[src/rtl/md_seq_ctrl_pkg.sv]
// Shared types for the HI/LO multiply/divide sequencer: operation codes, FSM states
// and small opcode decode helpers.
package md_seq_ctrl_pkg;

  typedef enum logic [1:0] {
    MD_OP_MULT  = 2'b00,
    MD_OP_MULTU = 2'b01,
    MD_OP_DIV   = 2'b10,
    MD_OP_DIVU  = 2'b11
  } md_op_e;

  typedef enum logic [1:0] {
    MD_IDLE = 2'b00,
    MD_PREP = 2'b01,
    MD_BUSY = 2'b10,
    MD_DONE = 2'b11
  } md_state_e;

  function automatic logic op_is_div(input md_op_e op);
    return (op == MD_OP_DIV) || (op == MD_OP_DIVU);
  endfunction

  function automatic logic op_is_signed(input md_op_e op);
    return (op == MD_OP_MULT) || (op == MD_OP_DIV);
  endfunction

endpackage

[src/rtl/md_seq_ctrl_iter.sv]
// md_iter_unit: one combinational step of the iterative datapath, either a
// shift-add multiply step or a restoring shift-subtract divide step.
module md_iter_unit #(
  parameter int DW = 32
) (
  input  logic          is_div,
  input  logic [DW-1:0] acc_hi,
  input  logic [DW-1:0] acc_lo,
  input  logic [DW-1:0] operand,
  output logic [DW-1:0] hi_next,
  output logic [DW-1:0] lo_next
);
  logic [DW:0]   sum;
  logic [DW:0]   rem_sh;
  logic [DW-1:0] diff;

  always_comb begin
    // NOTE: every output gets a default first so no path leaves it unassigned, which would infer a latch.
    hi_next = acc_hi;
    lo_next = acc_lo;
    sum     = {1'b0, acc_hi} + (acc_lo[0] ? {1'b0, operand} : '0);
    rem_sh  = {acc_hi, acc_lo[DW-1]};
    // The remainder after subtraction is always below the divisor, so DW bits suffice.
    diff    = rem_sh[DW-1:0] - operand;
    if (is_div) begin
      if (rem_sh >= {1'b0, operand}) begin
        hi_next = diff;
        lo_next = {acc_lo[DW-2:0], 1'b1};
      end else begin
        hi_next = rem_sh[DW-1:0];
        lo_next = {acc_lo[DW-2:0], 1'b0};
      end
    end else begin
      hi_next = sum[DW:1];
      lo_next = {sum[0], acc_lo[DW-1:1]};
    end
  end

endmodule

[src/rtl/md_seq_ctrl.sv]
// md_seq_ctrl: HI/LO multiply/divide sequencer (IDLE->PREP->BUSY->DONE) with sign fix-up.
// Define MD_FAST_MUL_EN to compute mult/multu with a single-cycle combinational multiply.
module md_seq_ctrl
  import md_seq_ctrl_pkg::*;
#(
  parameter int DW    = 32,
  parameter int CNT_W = 6
) (
  input  logic          clk,
  input  logic          rst,
  input  logic          start,
  input  logic [1:0]    op,
  input  logic [DW-1:0] src_a,
  input  logic [DW-1:0] src_b,
  input  logic          cancel,
  output logic          stallreq,
  output logic          hi_we,
  output logic          lo_we,
  output logic [DW-1:0] hi_o,
  output logic [DW-1:0] lo_o
);
  md_state_e        state;
  logic             is_div;
  logic             sign_a;
  logic             sign_b;
  logic [DW-1:0]    mag_a;
  logic [DW-1:0]    mag_b;
  logic [DW-1:0]    acc_hi;
  logic [DW-1:0]    acc_lo;
  logic [CNT_W-1:0] cnt;

  logic             accept;
  logic             in_signed;
  logic             in_neg_a;
  logic             in_neg_b;
  logic [DW-1:0]    step_hi;
  logic [DW-1:0]    step_lo;
  logic [DW-1:0]    fix_hi;
  logic [DW-1:0]    fix_lo;

  assign accept    = start & ~cancel;
  assign in_signed = op_is_signed(md_op_e'(op));
  assign in_neg_a  = in_signed & src_a[DW-1];
  assign in_neg_b  = in_signed & src_b[DW-1];

  md_iter_unit #(.DW(DW)) u_iter (
    .is_div  (is_div),
    .acc_hi  (acc_hi),
    .acc_lo  (acc_lo),
    .operand (is_div ? mag_b : mag_a),
    .hi_next (step_hi),
    .lo_next (step_lo)
  );

  // Sign fix-up is applied to the final iteration's result on the edge into DONE.
  always_comb begin
    fix_hi = step_hi;
    fix_lo = step_lo;
    if (is_div) begin
      if (sign_a ^ sign_b) fix_lo = -step_lo;
      if (sign_a)          fix_hi = -step_hi;
    end else if (sign_a ^ sign_b) begin
      {fix_hi, fix_lo} = -{step_hi, step_lo};
    end
  end

  // The op's own issue cycle must already stall EX, so IDLE looks at start directly.
  always_comb begin
    stallreq = 1'b0;
    case (state)
      MD_IDLE:          stallreq = accept;
      MD_PREP, MD_BUSY: stallreq = ~cancel;
      default:          stallreq = 1'b0;
    endcase
  end

`ifdef MD_FAST_MUL_EN
  logic [2*DW-1:0] fast_prod;
  assign fast_prod = {{DW{in_neg_a}}, src_a} * {{DW{in_neg_b}}, src_b};
`endif

  // NOTE: sequential state uses non-blocking assignments so every register samples pre-edge values.
  always_ff @(posedge clk) begin
    if (!rst) begin
      state  <= MD_IDLE;
      cnt    <= '0;
      is_div <= 1'b0;
      sign_a <= 1'b0;
      sign_b <= 1'b0;
      mag_a  <= '0;
      mag_b  <= '0;
      acc_hi <= '0;
      acc_lo <= '0;
      hi_we  <= 1'b0;
      lo_we  <= 1'b0;
      hi_o   <= '0;
      lo_o   <= '0;
    end else begin
      hi_we <= 1'b0;
      lo_we <= 1'b0;
      case (state)
        MD_IDLE: begin
          if (accept) begin
            is_div <= op_is_div(md_op_e'(op));
            sign_a <= in_neg_a;
            sign_b <= in_neg_b;
            mag_a  <= in_neg_a ? -src_a : src_a;
            mag_b  <= in_neg_b ? -src_b : src_b;
`ifdef MD_FAST_MUL_EN
            if (!op_is_div(md_op_e'(op))) begin
              {hi_o, lo_o} <= fast_prod;
              hi_we        <= 1'b1;
              lo_we        <= 1'b1;
              state        <= MD_DONE;
            end else begin
              state <= MD_PREP;
            end
`else
            state <= MD_PREP;
`endif
          end
        end
        MD_PREP: begin
          if (cancel) begin
            state <= MD_IDLE;
          end else begin
            acc_hi <= '0;
            acc_lo <= is_div ? mag_a : mag_b;
            cnt    <= '0;
            if (is_div && (mag_b == '0)) begin
              // Divide by zero hands back the original dividend in HI.
              hi_o  <= sign_a ? -mag_a : mag_a;
              lo_o  <= '1;
              hi_we <= 1'b1;
              lo_we <= 1'b1;
              state <= MD_DONE;
            end else begin
              state <= MD_BUSY;
            end
          end
        end
        MD_BUSY: begin
          if (cancel) begin
            state <= MD_IDLE;
          end else begin
            acc_hi <= step_hi;
            acc_lo <= step_lo;
            cnt    <= cnt + 1'b1;
            if (cnt == CNT_W'(DW - 1)) begin
              hi_o  <= fix_hi;
              lo_o  <= fix_lo;
              hi_we <= 1'b1;
              lo_we <= 1'b1;
              state <= MD_DONE;
            end
          end
        end
        default: state <= MD_IDLE;
      endcase
    end
  end

endmodule

[config.mk]
export PLATFORM = sky130hd
export DESIGN_NAME = md_seq_ctrl
export DESIGN_NICKNAME = d
export VERILOG_FILES = /design/src/rtl/md_seq_ctrl_pkg.sv /design/src/rtl/md_seq_ctrl_iter.sv /design/src/rtl/md_seq_ctrl.sv
export SDC_FILE = /design/constraint.sdc
export NUM_CORES = 1
export LEC_CHECK = 0
export BUFFER_PORTS_ARGS = -buffer_cell sky130_fd_sc_hd__buf_2
export CAP_MARGIN = 20
export CORE_MARGIN = 8
export CORE_UTILIZATION = 44
export CTS_BUF_LIST = sky130_fd_sc_hd__clkbuf_4
export CTS_CLUSTER_DIAMETER = 120
export DETAILED_ROUTE_END_ITERATION = 16
export SLEW_MARGIN = 10
export SYNTH_ARGS = -nofsm -noshare
export SYNTH_HDL_FRONTEND = slang
export SYNTH_SLANG_ARGS = --single-unit
[constraint.sdc]
create_clock -name clk -period 6.4 [get_ports clk]
set_clock_uncertainty 0.05 [all_clocks]
set_input_delay 1.28 -clock clk [delete_from_list [all_inputs] [get_ports clk]]
set_output_delay 1.28 -clock clk [all_outputs]
set_load 0.01 [all_outputs]
Word level (Yosys, flattened, before mapping)
Index checks and enable logic that the tools add are counted.
W data, S select, Z words.

operators by class
  add/subtract/negate cells = 9
  order comparisons = 1
  equal/unequal tests = 11
  mux-type cells = 47
  bitwise operators = 5
  reductions and logical operators = 12

operators with widths
  kind                   count
  $mux W32               27
  $pmux W32 S2           4
  $neg A32 Y32           5
  $neg A64 Y64           1
  $add A32 B33 Y33       1
  $ge A33 B32 Y1         1
  $logic_not A32 Y1      1
  $sub A32 B32 Y32       1
  $mux W6                2
  $pmux W6 S2            1
  $ne A2 B2 Y1 const B   5
  $mux W2                4
  $add A6 B1 Y6 const B  1
  $eq A2 B2 Y1 const B   3
  $eq A6 B5 Y1 const B   1
  $mux W1                6
  $pmux W2 S3            1
  $reduce_and A5 Y1      1
  $logic_not A2 Y1       2
  $pmux W1 S2            2
  $reduce_and A2 Y1      2
  $and A1 B1 Y1          3
  $ne A3 B3 Y1 const B   1
  $reduce_and A3 Y1      1
  7 further kinds        8

storage, ports and cells
  bits in registers = 204
  input port bits = 70
  output and inout port bits = 67
  logic and storage cells = 97

Longest topological paths before layout
Gate-level depths: netlist of run 1.

  word-level depth = 10
  mapped depth = 31
  gate-level depth less buffers = 22

Modules after synthesis
From an unflattened synthesis of run 1, not the netlist that was laid out.

unflattened totals
  cells, all modules = 2,320
  area, all modules = 17,257.8 sq um

modules (own cells, without submodules)
  module        times used  cells an instance  area an instance (sq um)  seq. area each (sq um)
  md_seq_ctrl   1           1,593              12,346.8                  4,083.9
  md_iter_unit  1           727                4,911.0                   0.0

Worst setup path before layout of run 1
OpenSTA, ideal clock, no wires.

  kind = reg2reg
  start point = register is_div
  end point = register hi_o[30]
  library setup time = 0.116 ns
  arrival = 6.935 ns
  data required time = 6.234 ns
  path slack = -0.701 ns
  cell stages (with the launch flop) = 32
  buffers on the path = 10
  period minus slack after synthesis = 7.101 ns
  cell sequence = dfxtp_1 buf_2 buf_2 buf_2 buf_1 buf_2 buf_2 buf_1 clkbuf_1 buf_1 mux2i_1 ha_1 buf_6 a21o_1 a31o_4 a211oi_4 o31a_4 nand3_1 o21ai_0 ha_1 o211a_1 o21a_1 nand3_1 nor4_1 nand2_1 o21ai_0 nor3b_1 nand4bb_1 o41ai_1 xnor2_1 a21oi_1 nor2_1

between the ends
  word-level cells in the longest chain between the ends = 10
  elaborated cells between the ends (all ways) = 20
  classes of those cells = add/sub (4); order compare (1); eq/ne (1); mux (12); reduce/logical (2)

ends and longest elaborated chain
  element                                         RTL line                              text
  from (decl)                                     md_seq_ctrl.sv:23                     logic is_div;
  from (signal assigned)                          md_seq_ctrl.sv:104                    is_div <= op_is_div(md_op_e'(op));
  $mux W32                                        md_seq_ctrl.sv:50                     .operand (is_div ? mag_b : mag_a),
  $mux W32, or another cell as far along          md_seq_ctrl_iter.sv:21                sum = {1'b0, acc_hi} + (acc_lo[0] ? {1'b0, operand} : '0);
  $add A32 B33 Y33, or another cell as far along  md_seq_ctrl_iter.sv:21
  $mux W32                                        md_seq_ctrl_iter.sv:25                if (is_div) begin
  $neg A64 Y64 or $neg A32 Y32 (tied branches)    md_seq_ctrl.sv:63, md_seq_ctrl.sv:61
  $mux W32 (on tied branches)                     md_seq_ctrl.sv:62, md_seq_ctrl.sv:61
  $mux W32                                        md_seq_ctrl.sv:59                     if (is_div) begin
  $mux W32                                        md_seq_ctrl.sv:149                    if (cnt == CNT_W'(DW - 1)) begin
  $mux W32                                        md_seq_ctrl.sv:143                    if (cancel) begin
  $pmux W32 S2                                    md_seq_ctrl.sv:101                    case (state)
  to (signal assigned)                            md_seq_ctrl.sv:132                    hi_o <= sign_a ? -mag_a : mag_a;
  to (signal assigned)                            md_seq_ctrl.sv:150                    hi_o <= fix_hi;
  to (decl)                                       md_seq_ctrl.sv:19                     output logic [DW-1:0] hi_o,

Several ways; a longest one is shown, not always the timed one. The select of a mux whose other input is x is not followed.
A chain may end at the register's enable or synchronous reset.

Worst setup path in the final report of run 1
Ends and elaborated chain as after synthesis.

==> results of run 1 <==
[registers in the layout, summed over array words and instances, names as in the netlist]
name,flops
mag_a,32
state,2
cnt,6
mag_b,32
lo_o,32
sign_b,1
acc_hi,32
lo_we,1
sign_a,1
acc_lo,32
hi_o,32
is_div,1
[per-layer routing]
layer  track usage (%)  up-vias  part of all wire (%)
li1                  -     8669                     -
met1              38.7     8816                    42
met3              7.09      162                   8.0
met5                 0        -                 0.017
met2              49.4      778                    45
met4              14.3        2                   4.9
[layout by cell type (no fill, tap or decap), types with 80 or more instances in the layout]
cell	instances
nor2_1	290
a211oi_1	80
nand2_1	183
buf_2	136
o21ai_0	140
dfxtp_1	202
xor2_1	99
xnor2_1	86
a21oi_1	205
clkbuf_4	82
[worst max-delay path by stage]
| stage | end | slack [ns] | depth (start not counted) |
|---|---|---|---|
| 5_1_grt | hi_o[30] | 0.008 | 19 |
| 2_1_floorplan | hi_o[30] | 0.05 | 31 |
| 3_5_place_dp | hi_o[20] | 0.12 | 19 |
| 3_3_place_gp | hi_o[20] | 0.10 | 18 |
| 6_report | hi_o[30] | 0.14 | 19 |
| 4_1_cts | hi_o[30] | 0.02 | 19 |
[cells in the mapped netlist, drive strengths merged (27+ instances only)]
| master | instances |
|---|---|
| dfxtp | 204 |
| o21ai | 149 |
| o31ai | 27 |
| ha | 74 |
| clkbuf | 102 |
| nor3 | 75 |
| nor2 | 294 |
| or3 | 31 |
| nand3 | 44 |
| nand2 | 184 |
| buf | 60 |
| a211oi | 81 |
| a21oi | 208 |
| nor2b | 53 |
| inv | 42 |
| mux2i | 75 |
| xnor2 | 86 |
| xor2 | 99 |
[final cells by class]
type                       count  area share [%]
antenna                        4          0.0513
clock buffer                  82            3.16
timing repair buffer         215            6.63
clock inverter                15           0.327
tap                          525            3.37
inverter                      43           0.840
sequential                   204            21.0
multi-input combinational   1882            64.7
[worst max-delay path: cells and delay by family (launching register included)]
| kind | cells | cell delay (ns) |
|---|---|---|
| buffers and inverters | 2 | 0.42 |
| XOR/XNOR | 1 | 0.11 |
| multiplexers | 1 | 0.34 |
| adder cells (fa/ha/maj) | 2 | 0.70 |
| flip-flops | 1 | 0.68 |
| AO/OA/AOI/OAI | 7 | 2.04 |
| AND/OR/NAND/NOR | 6 | 1.69 |
[report_power, final]
group          switching, W  leakage, nW  internal [W]  total (W)
combinational       0.00100         5.68      0.000560    0.00156
clock              0.000595        0.411      0.000582    0.00118
sequential         0.000168         1.66       0.00138    0.00155
[through the flow]
step                      setup WS (ns)  utilization, %  power [W]
after floorplan                  0.0531               -    0.00251
after global placement            0.104            47.6    0.00309
after detailed placement          0.121            47.6    0.00309
after CTS                        0.0165            49.3    0.00427
after global routing            0.00795            49.4    0.00451
final                             0.135            49.4    0.00428
[what timing repair did]
| item | CTS | global route |
|---|---|---|
| resized for setup | 0 | 3 |
| buffers inserted | 0 | 1 |
| setup endpoints to repair | 0 | 13 |
[cells by family (layout without fill, tap and decap cells)]
logic type | after synthesis | in the layout
AND/OR/NAND/NOR | 832 | 832
multiplexers | 103 | 103
adder cells (fa/ha/maj) | 76 | 76
AO/OA/AOI/OAI | 686 | 686
other | 0 | 4
XOR/XNOR | 185 | 185
flip-flops | 204 | 204
buffers and inverters | 205 | 355
==> metrics.md, run 1 <==
| Metric | Value |
|---|---|
| Synth async-reset ratio | `0%` |
| CTS Hold Bufs | `0` |
| Compound-Gate Fraction of Synth Area | `26.0%` |
| Final instance area | `19,500 um2` |
| Main combinational cell family by area after synthesis | `compound AO/OA/AOI/OAI gates` |
| Slowest cell on the critical path | `dfxtp_4` |
| DR WL/cell | `25.1 um` |
| Leakage | `7.75 nW` |
| CP Data Required Time | `6.99 ns` |
| Syn_nets | `2,437` |
| Simple-gate share of the synthesized area | `23.2%` |
| Initial antenna violation count | `6` |
| Highest clock rate | `160 MHz` |
| Routed wire length | `74,500 um` |
| Number of synthesized flops with an enable pin | `0` |
| P per Cell Area | `220 nW/um2` |
| Port Buffers | `136` |
| RSZ-0062 raised after global routing | `false` |
| Max_cap viols | `0` |
| Root buffer cell | `clkbuf_4` |
| Nets | `2,550` |
| Worst Hold Class | `reg2reg` |
| Post-synth top area cell | `dfxtp_1` |
| Hold slack | `0.406 ns` |
| Multi-input logic area | `12,600 um2` |
| Drt drc | `0` |
| R2R setup slack | `0.14 ns` |
| Clock tree buffer depth | `3` |
| DP HPWL | `58,700 um` |
| Crit start category | `register` |
| Crit. Startpoint | `is_div` |
| Reg2reg end | `hi_o[30]` |
| Global-route wire length before repair | `111,000 um` |
| Syn. warnings | `0` |
| Grt ovf | `0` |
| Share of cells above drive strength 1 | `16.1%` |
| Chip height | `215 um` |
| Top FF cell, synth | `dfxtp_1` |
| Distinct cell type count after synthesis | `104` |
| Pins Over Slew Limit | `0` |
| CTS tree | `yes` |
| Hold EP | `lo_o[6]` |
| Crit path cell chain | `mux2i_1 > ha_1 > a21oi_1 > o21ai_1 > a211oi_4 > o31a_4 > buf_4 > nand2_4 > a311o_1 > inv_1 > ha_1 > nor4b_2 > nand4_1 > nor3b_1 > nand4bb_1 > o41ai_1 > xnor2_1 > a21oi_1 > nor2_1` |
| Synth Area in XOR/XNOR | `9.26%` |
| Routability cong. | `1.04` |
| Clk slew on worst S/H paths | `0.07 ns` |
| Row cnt | `73` |
| Tot GR Track Use | `30.7%` |
| Syn Area/Cell | `7.64 um2` |
| Worst-Margin Slew | `1.10 ns` |
| CP Capture Type | `register` |
| Die area | `46,400 um2` |
| Fin crit period | `6.26 ns` |
| DR pass1 iterations | `5` |
| # fillers | `4,055` |
| Hold Startpoint | `lo_o[6]` |
| CP Max Fanout | `25` |
| Area share of the largest cell type after synthesis | `23.3%` |
| Reg2Reg Depth | `19` |
| Max H-tree Level | `2` |
| Yosys reg bits | `204` |
| Adder-cell share of the synthesized area | `5.52%` |
| Final hold vios | `0` |
| IO Count | `137` |
| Routed vias | `18,400` |
| VDD IR max | `150 uV` |
| CP max stage delay | `0.68 ns` |
| Die width | `215 um` |
| Largest net degree at the start of global routing | `92` |
| Area Growth Syn to Fin | `11.5%` |
| Reg-to-Reg Start | `is_div` |
| Max_slew headroom | `26.5%` |
| Initial Utilization | `44.3%` |
| Routed Antenna Nets | `0` |
| Placed instance area | `18,800 um2` |
| Post-Synthesis Cells | `2,291` |
| Multiplexer area fraction after synthesis | `7.77%` |
| Vias per inst | `6.20` |
| Top cells by area, synth | `dfxtp_1 23%, nor2_1 6.3%, a21oi_1 5.9%` |
| Setup_tns | `0 ns` |
| Worst skew pair latency | `0.82 ns` |
| Iteration-0 DRC count of the detailed router | `1,945` |
| Final setup viols | `0` |
| Synth Cell Area | `17,500 um2` |
| Core box area | `39,500 um2` |
| Status | `finished, final reports clean` |
| Sequential Area | `4090 um2` |
| CP arrival | `6.86 ns` |
| Placed cells | `2,867` |
| Cts bufs inserted | `58` |
| Setup CP Type | `reg2reg` |
| Hold depth | `2` |
| Clk sinks | `204` |
| Period utilization | `97.9%` |
| Register area share after synthesis | `23.3%` |
| Vias in the first global route | `17,500` |
| Non-filler cells, final | `2,970` |
No activity file was read; power rests on OpenSTA's default activity.
==> run 2: changes to the inputs <==
--- a/config.mk
+++ b/config.mk
@@ -12,6 +12,7 @@
 export CTS_BUF_LIST = sky130_fd_sc_hd__clkbuf_4
 export CTS_CLUSTER_DIAMETER = 120
 export DETAILED_ROUTE_END_ITERATION = 16
+export REMOVE_ABC_BUFFERS = 1
 export SLEW_MARGIN = 10
 export SYNTH_ARGS = -nofsm -noshare
 export SYNTH_HDL_FRONTEND = slang
==> metrics.md, run 2 (same netlist as run 1, synthesis figures left out) <==
| Metric | Value |
|---|---|
| Vias per inst | `6.29 (+1.3%)` |
| Die width | `215 um (unchanged)` |
| P per Cell Area | `218 nW/um2 (-0.82%)` |
| Drt drc | `0 (unchanged)` |
| VDD IR max | `148 uV (-1.2%)` |
| Chip height | `215 um (unchanged)` |
| CP Max Fanout | `18 (-28%)` |
| Int Pwr | `0.00249 W (-1.1%)` |
| Multi-input logic area | `12,600 um2 (about the same)` |
| Iteration-0 DRC count of the detailed router | `2,096 (+7.8%)` |
| Slowest cell on the critical path | `dfxtp_4` |
| Gate power share | `34.7% (-1.7 points)` |
| Most frequent cells in the layout | `290 x nor2_1, 206 x a21oi_1, 203 x dfxtp_1` |
| Row cnt | `73 (unchanged)` |
| CP arrival | `6.67 ns (-0.19 ns)` |
| Final hold vios | `0 (unchanged)` |
| Worst skew pair latency | `0.81 ns (about the same)` |
| Area Growth Syn to Fin | `10.5%` |
| CTS Hold Bufs | `0 (unchanged)` |
| CP max stage delay | `0.63 ns (-0.05 ns)` |
| Initial antenna violation count | `5 (-1)` |
| Setup CP Type | `reg2reg` |
| Routed vias | `18,500 (+0.41%)` |
| Core box area | `39,500 um2 (unchanged)` |
| Switching Share | `40.9% (-0.33 points)` |
| Final setup viols | `0 (unchanged)` |
| Period utilization | `94.1% (-3.8 points)` |
| Routed wire length | `69,100 um (-7.2%)` |
| DR WL/cell | `23.5 um (-6.3%)` |
| Clock tree buffer depth | `3 (unchanged)` |
| Worst Hold Class | `reg2reg` |
| Fin crit period | `6.02 ns (-0.242 ns)` |
| Leakage | `7.63 nW (-1.6%)` |
| Crit start category | `register` |
| Tot GR Track Use | `28.3% (-2.4 points)` |
| Initial Utilization | `44.3% (unchanged)` |
| Commonest non-fill, non-tap cell in the layout | `nor2_1` |
| Die area | `46,400 um2 (unchanged)` |
| Global-route wire length before repair | `105,000 um (-6.1%)` |
| Psw | `0.00172 W (-2.5%)` |
| Routability cong. | `1.02 (-2.0%)` |
| Grt ovf | `0 (unchanged)` |
| Root buffer cell | `clkbuf_4` |
| DR pass1 iterations | `6 (+1)` |
| Share of cells above drive strength 1 | `15.0% (-1.0 points)` |
| DP HPWL | `52,600 um (-10%)` |
| Largest net degree at the start of global routing | `87 (-5.4%)` |
| CP Data Required Time | `7.05 ns (+0.06 ns)` |
| Max_cap viols | `0 (unchanged)` |
| Port Buffers | `136 (unchanged)` |
| Max_slew headroom | `16.9% (-9.6 points)` |
| Highest clock rate | `166 MHz (+4.0%)` |
| Clk slew on worst S/H paths | `0.07 ns (about the same)` |
| IO Count | `137 (unchanged)` |
| Routed Antenna Nets | `0 (unchanged)` |
| Setup_tns | `0 ns (unchanged)` |
| Worst-Margin Slew | `1.25 ns (+0.144 ns)` |
| Max H-tree Level | `2 (unchanged)` |
| Share of power burned in registers | `36.8% (+0.7 points)` |
| # fillers | `4,002 (-1.3%)` |
| Nets | `2,527 (-0.90%)` |
| Vias in the first global route | `17,500 (-0.41%)` |
| Status | `finished, final reports clean` |
| Clock Power Share | `28.5% (+1.0 points)` |
| Cts bufs inserted | `58 (unchanged)` |
| Sequential Area | `4090 um2 (about the same)` |
| Final Power | `0.00421 W (-1.7%)` |
| CTS tree | `yes` |
| Crit path cell chain | `mux2i_1 > ha_1 > a21o_1 > a211oi_1 > o2bb2ai_1 > o31a_4 > nand3_1 > o21ai_0 > ha_1 > o211a_1 > o21a_1 > nand3_1 > nor4_1 > nand2_1 > o21ai_0 > nor3b_1 > nand4bb_1 > o41ai_1 > xnor2_1 > a21oi_1 > nor2_1` |
| Pins Over Slew Limit | `0 (unchanged)` |
| Clk sinks | `204 (unchanged)` |
| CP Capture Type | `register` |
-- run 2: cell type report --
cell class | instances | area share, %
repair buffers | 192 | 5.93
flip-flops and latches | 204 | 21.1
diodes | 1 | 0.0129
inverters | 43 | 0.848
multi-input cells | 1882 | 65.2
clock inverters | 24 | 0.705
clock buffers | 72 | 2.80
well taps | 525 | 3.40
-- run 2: power by group through the flow --
| stage | clock, W | sequential (W) | combinational (W) |
|---|---|---|---|
| 6_report | 0.00120 | 0.00155 | 0.00146 |
| 5_1_grt | 0.00129 | 0.00156 | 0.00158 |
| 4_1_cts | 0.00123 | 0.00154 | 0.00143 |
| 3_5_place_dp | 0 | 0.00157 | 0.00142 |
| 3_3_place_gp | 0 | 0.00157 | 0.00142 |
| 2_1_floorplan | 0 | 0.00153 | 0.000957 |
-- run 2: final timing paths --
kind / cells after the start / slack (ns) / endpoint / start
max: 21 / 0.38 / hi_o[30] / is_div
min: 2 / 0.40 / lo_o[6] / lo_o[6]
max reg2reg: 21 / 0.38 / hi_o[30] / is_div
min reg2reg: 2 / 0.40 / lo_o[6] / lo_o[6]
-- run 2: repair_timing --
action / CTS / global route
gates resized for setup: 0 / 0
setup buffers: 0 / 1
endpoints found under the setup margin: 0 / 3
-- run 2: critical path: cells and delay by family (launching register included) --
family | cells | cell delay, ns
AO/OA/AOI/OAI | 10 | 2.66
XOR/XNOR | 1 | 0.11
adder cells (fa/ha/maj) | 2 | 0.66
flip-flops | 1 | 0.63
multiplexers | 1 | 0.51
AND/OR/NAND/NOR | 7 | 1.30
-- run 2: routing by layer --
layer  GRT usage [%]  wire length [um]
met1            39.0             30700
met2            43.8             30100
met5               0                33
met3            5.06              6050
met4            10.1              2290
-- run 2: per-stage QoR --
stage,utilization (%),std cells,worst slack [ns],area [um2],hold slack [ns]
after global routing,49.0,2943,-0.00295,19300,0.431
after floorplan,-,2129,-5.27,16800,0.405
after detailed placement,47.2,2845,0.388,18600,0.395
after global placement,47.2,2845,0.543,18600,0.387
after CTS,48.9,2941,0.346,19300,0.404
final,49.0,2943,0.377,19300,0.398
==> run 3: changes to the inputs <==
--- a/config.mk
+++ b/config.mk
@@ -12,6 +12,7 @@
 export CTS_BUF_LIST = sky130_fd_sc_hd__clkbuf_4
 export CTS_CLUSTER_DIAMETER = 120
 export DETAILED_ROUTE_END_ITERATION = 16
+export PLACE_DENSITY_LB_ADDON = 0.05
 export REMOVE_ABC_BUFFERS = 1
 export SLEW_MARGIN = 10
 export SYNTH_ARGS = -nofsm -noshare
==> metrics.md, run 3 (same netlist as run 1, synthesis figures left out) <==
| Metric | Value |
|---|---|
| Status | `finished, final reports clean` |
| Most frequent cells in the layout | `290 x nor2_1, 206 x a21oi_1, 203 x dfxtp_1` |
| Worst-Margin Slew | `1.03 ns (-0.219 ns)` |
| Worst Hold Class | `reg2reg` |
| IO Count | `137 (unchanged)` |
| Die width | `215 um (unchanged)` |
| Delay-heaviest family, CP | `compound AO/OA/AOI/OAI gates` |
| Buf/Inv on CP | `3 (+3)` |
| RSZ-0062 raised after global routing | `false` |
| Largest net degree at the start of global routing | `127 (+46%)` |
| Tot GR Track Use | `29.0% (+0.71 points)` |
| Final setup viols | `0 (unchanged)` |
| Clk slew on worst S/H paths | `0.07 ns (about the same)` |
| Cell mode on critical path | `o21ai_0` |
| Share of cells above drive strength 1 | `15.4% (+0.37 points)` |
| Commonest non-fill, non-tap cell in the layout | `nor2_1` |
| CP Max Fanout | `16 (-2)` |
| Drt drc | `0 (unchanged)` |
| CP Capture Type | `register` |
| CTS tree | `yes` |
| Max_slew headroom | `31.5% (+15 points)` |
| Final hold vios | `0 (unchanged)` |
| Clock tree buffer depth | `3 (unchanged)` |
| Vias per inst | `6.17 (-1.9%)` |
| CP Data Required Time | `7.03 ns (-0.02 ns)` |
| Area Growth Syn to Fin | `10.9%` |
| Iteration-0 DRC count of the detailed router | `1,964 (-6.3%)` |
| Place WS | `0.239 ns (-0.149 ns)` |
| Vias in the first global route | `17,400 (-0.16%)` |
| Clk sinks | `204 (unchanged)` |
| Leakage | `7.67 nW (+0.47%)` |
| P per Cell Area | `219 nW/um2 (+0.48%)` |
| Reg2Reg Depth | `20 (-4.8%)` |
| Routed Antenna Nets | `0 (unchanged)` |
| DP HPWL | `54,100 um (+3.0%)` |
| Initial antenna violation count | `3 (-2)` |
| CP max stage delay | `0.66 ns (+0.03 ns)` |
| Core box area | `39,500 um2 (unchanged)` |
| Port Buffers | `136 (unchanged)` |
| Nets | `2,527 (unchanged)` |
| Period utilization | `93.7% (-0.39 points)` |
| Hold EP | `lo_o[6]` |
| Max_cap viols | `0 (unchanged)` |
| Die area | `46,400 um2 (unchanged)` |
| Final instance area | `19,400 um2 (+0.39%)` |
| Worst skew pair latency | `0.81 ns (about the same)` |
| Root buffer cell | `clkbuf_4` |
| Reg2reg end | `hi_o[31]` |
| Row cnt | `73 (unchanged)` |
| Setup WS post-layout | `0.402 ns (+0.0247 ns)` |
| VDD IR max | `157 uV (+6.2%)` |
| Hold Startpoint | `lo_o[6]` |
| Hold depth | `2 (unchanged)` |
| DR pass1 iterations | `6 (unchanged)` |
| Chip height | `215 um (unchanged)` |
| Reg-to-Reg Start | `is_div` |
| Max H-tree Level | `2 (unchanged)` |
| Pins Over Slew Limit | `0 (unchanged)` |
| Routed wire length | `70,100 um (+1.5%)` |
| Grt ovf | `0 (unchanged)` |
| R2R setup slack | `0.40 ns (+0.02 ns)` |
| Routability cong. | `0.983 (-3.2%)` |
| Placed instance area | `18,600 um2 (about the same)` |
| Initial Utilization | `44.3% (unchanged)` |
| Setup CP Type | `reg2reg` |
| DR WL/cell | `23.8 um (+1.1%)` |
| Crit start category | `register` |
| Cts bufs inserted | `57 (-1.7%)` |
| Crit path cell chain | `buf_4 > buf_16 > o21ai_0 > and2_1 > ha_1 > inv_1 > fa_1 > nand2b_1 > a21oi_1 > o21ai_0 > a211oi_1 > o21ai_0 > a21oi_1 > a22oi_1 > nor3_2 > and4_1 > nand3b_1 > a221oi_2 > xor2_1 > a2111oi_1` |
| Highest clock rate | `167 MHz (+0.41%)` |
| Setup_tns | `0 ns (unchanged)` |
| Slowest cell on the critical path | `a211oi_1` |
| Global-route wire length before repair | `107,000 um (+2.2%)` |
| Fin crit period | `6.00 ns (-0.0247 ns)` |
| Routed vias | `18,200 (-1.6%)` |
| CP arrival | `6.63 ns (-0.04 ns)` |
| Finished Core Util | `49.2% (+0.19 points)` |
[run 3: per-layer routing]
metal	share of wire, %	track usage [%]
met2	44	45.6
met5	0	0
met1	45	40.0
met4	2.7	8.60
met3	7.8	5.26
[run 3: metrics by stage]
| stage | cells | power, W | hold WS [ns] |
|---|---|---|---|
| after floorplan | 2129 | 0.00249 | 0.405 |
| after CTS | 2943 | 0.00424 | 0.402 |
| after global placement | 2841 | 0.00302 | 0.390 |
| final | 2952 | 0.00425 | 0.400 |
| after detailed placement | 2841 | 0.00301 | 0.392 |
| after global routing | 2952 | 0.00449 | 0.422 |
[run 3: tightest hold or removal path: stages (launching register included)]
cell and delay, ns:
dfxtp_1 0.31, nand2_1 0.05, a21oi_1 0.05
[run 3: worst max path at each step]
stage            from  endpoint  slack [ns]  cells past startpoint
6_report       is_div  hi_o[31]        0.40                     20
5_1_grt        is_div  hi_o[30]        0.02                     22
4_1_cts        is_div  hi_o[30]        0.20                     22
3_5_place_dp   is_div  hi_o[20]        0.24                     19
3_3_place_gp   is_div  hi_o[30]        0.35                     22
2_1_floorplan  is_div  hi_o[29]       -5.27                      7
[run 3: cell type report]
class	count	area (um2)
multi-input combinational	1882	12600
timing repair buffer	193	1170
inverter	43	164
clock buffer	87	653
tap	525	657
fill	4059	20000
antenna	3	7.51
sequential	204	4090
clock inverter	15	62.6
[run 3: what timing repair did]
item / CTS / global route
setup buffers: 0 / 6
hold buffers: 0 / 0
endpoints found under the setup margin: 0 / 18
hold endpoints to repair: 0 / 0
resized for setup: 0 / 1
[run 3: power by group]
part	total, W	internal [W]	switching, W
Clock	0.00122	0.000615	0.000603
Sequential	0.00156	0.00138	0.000185
Combinational	0.00147	0.000549	0.000920
Total	0.00425	0.00254	0.00171
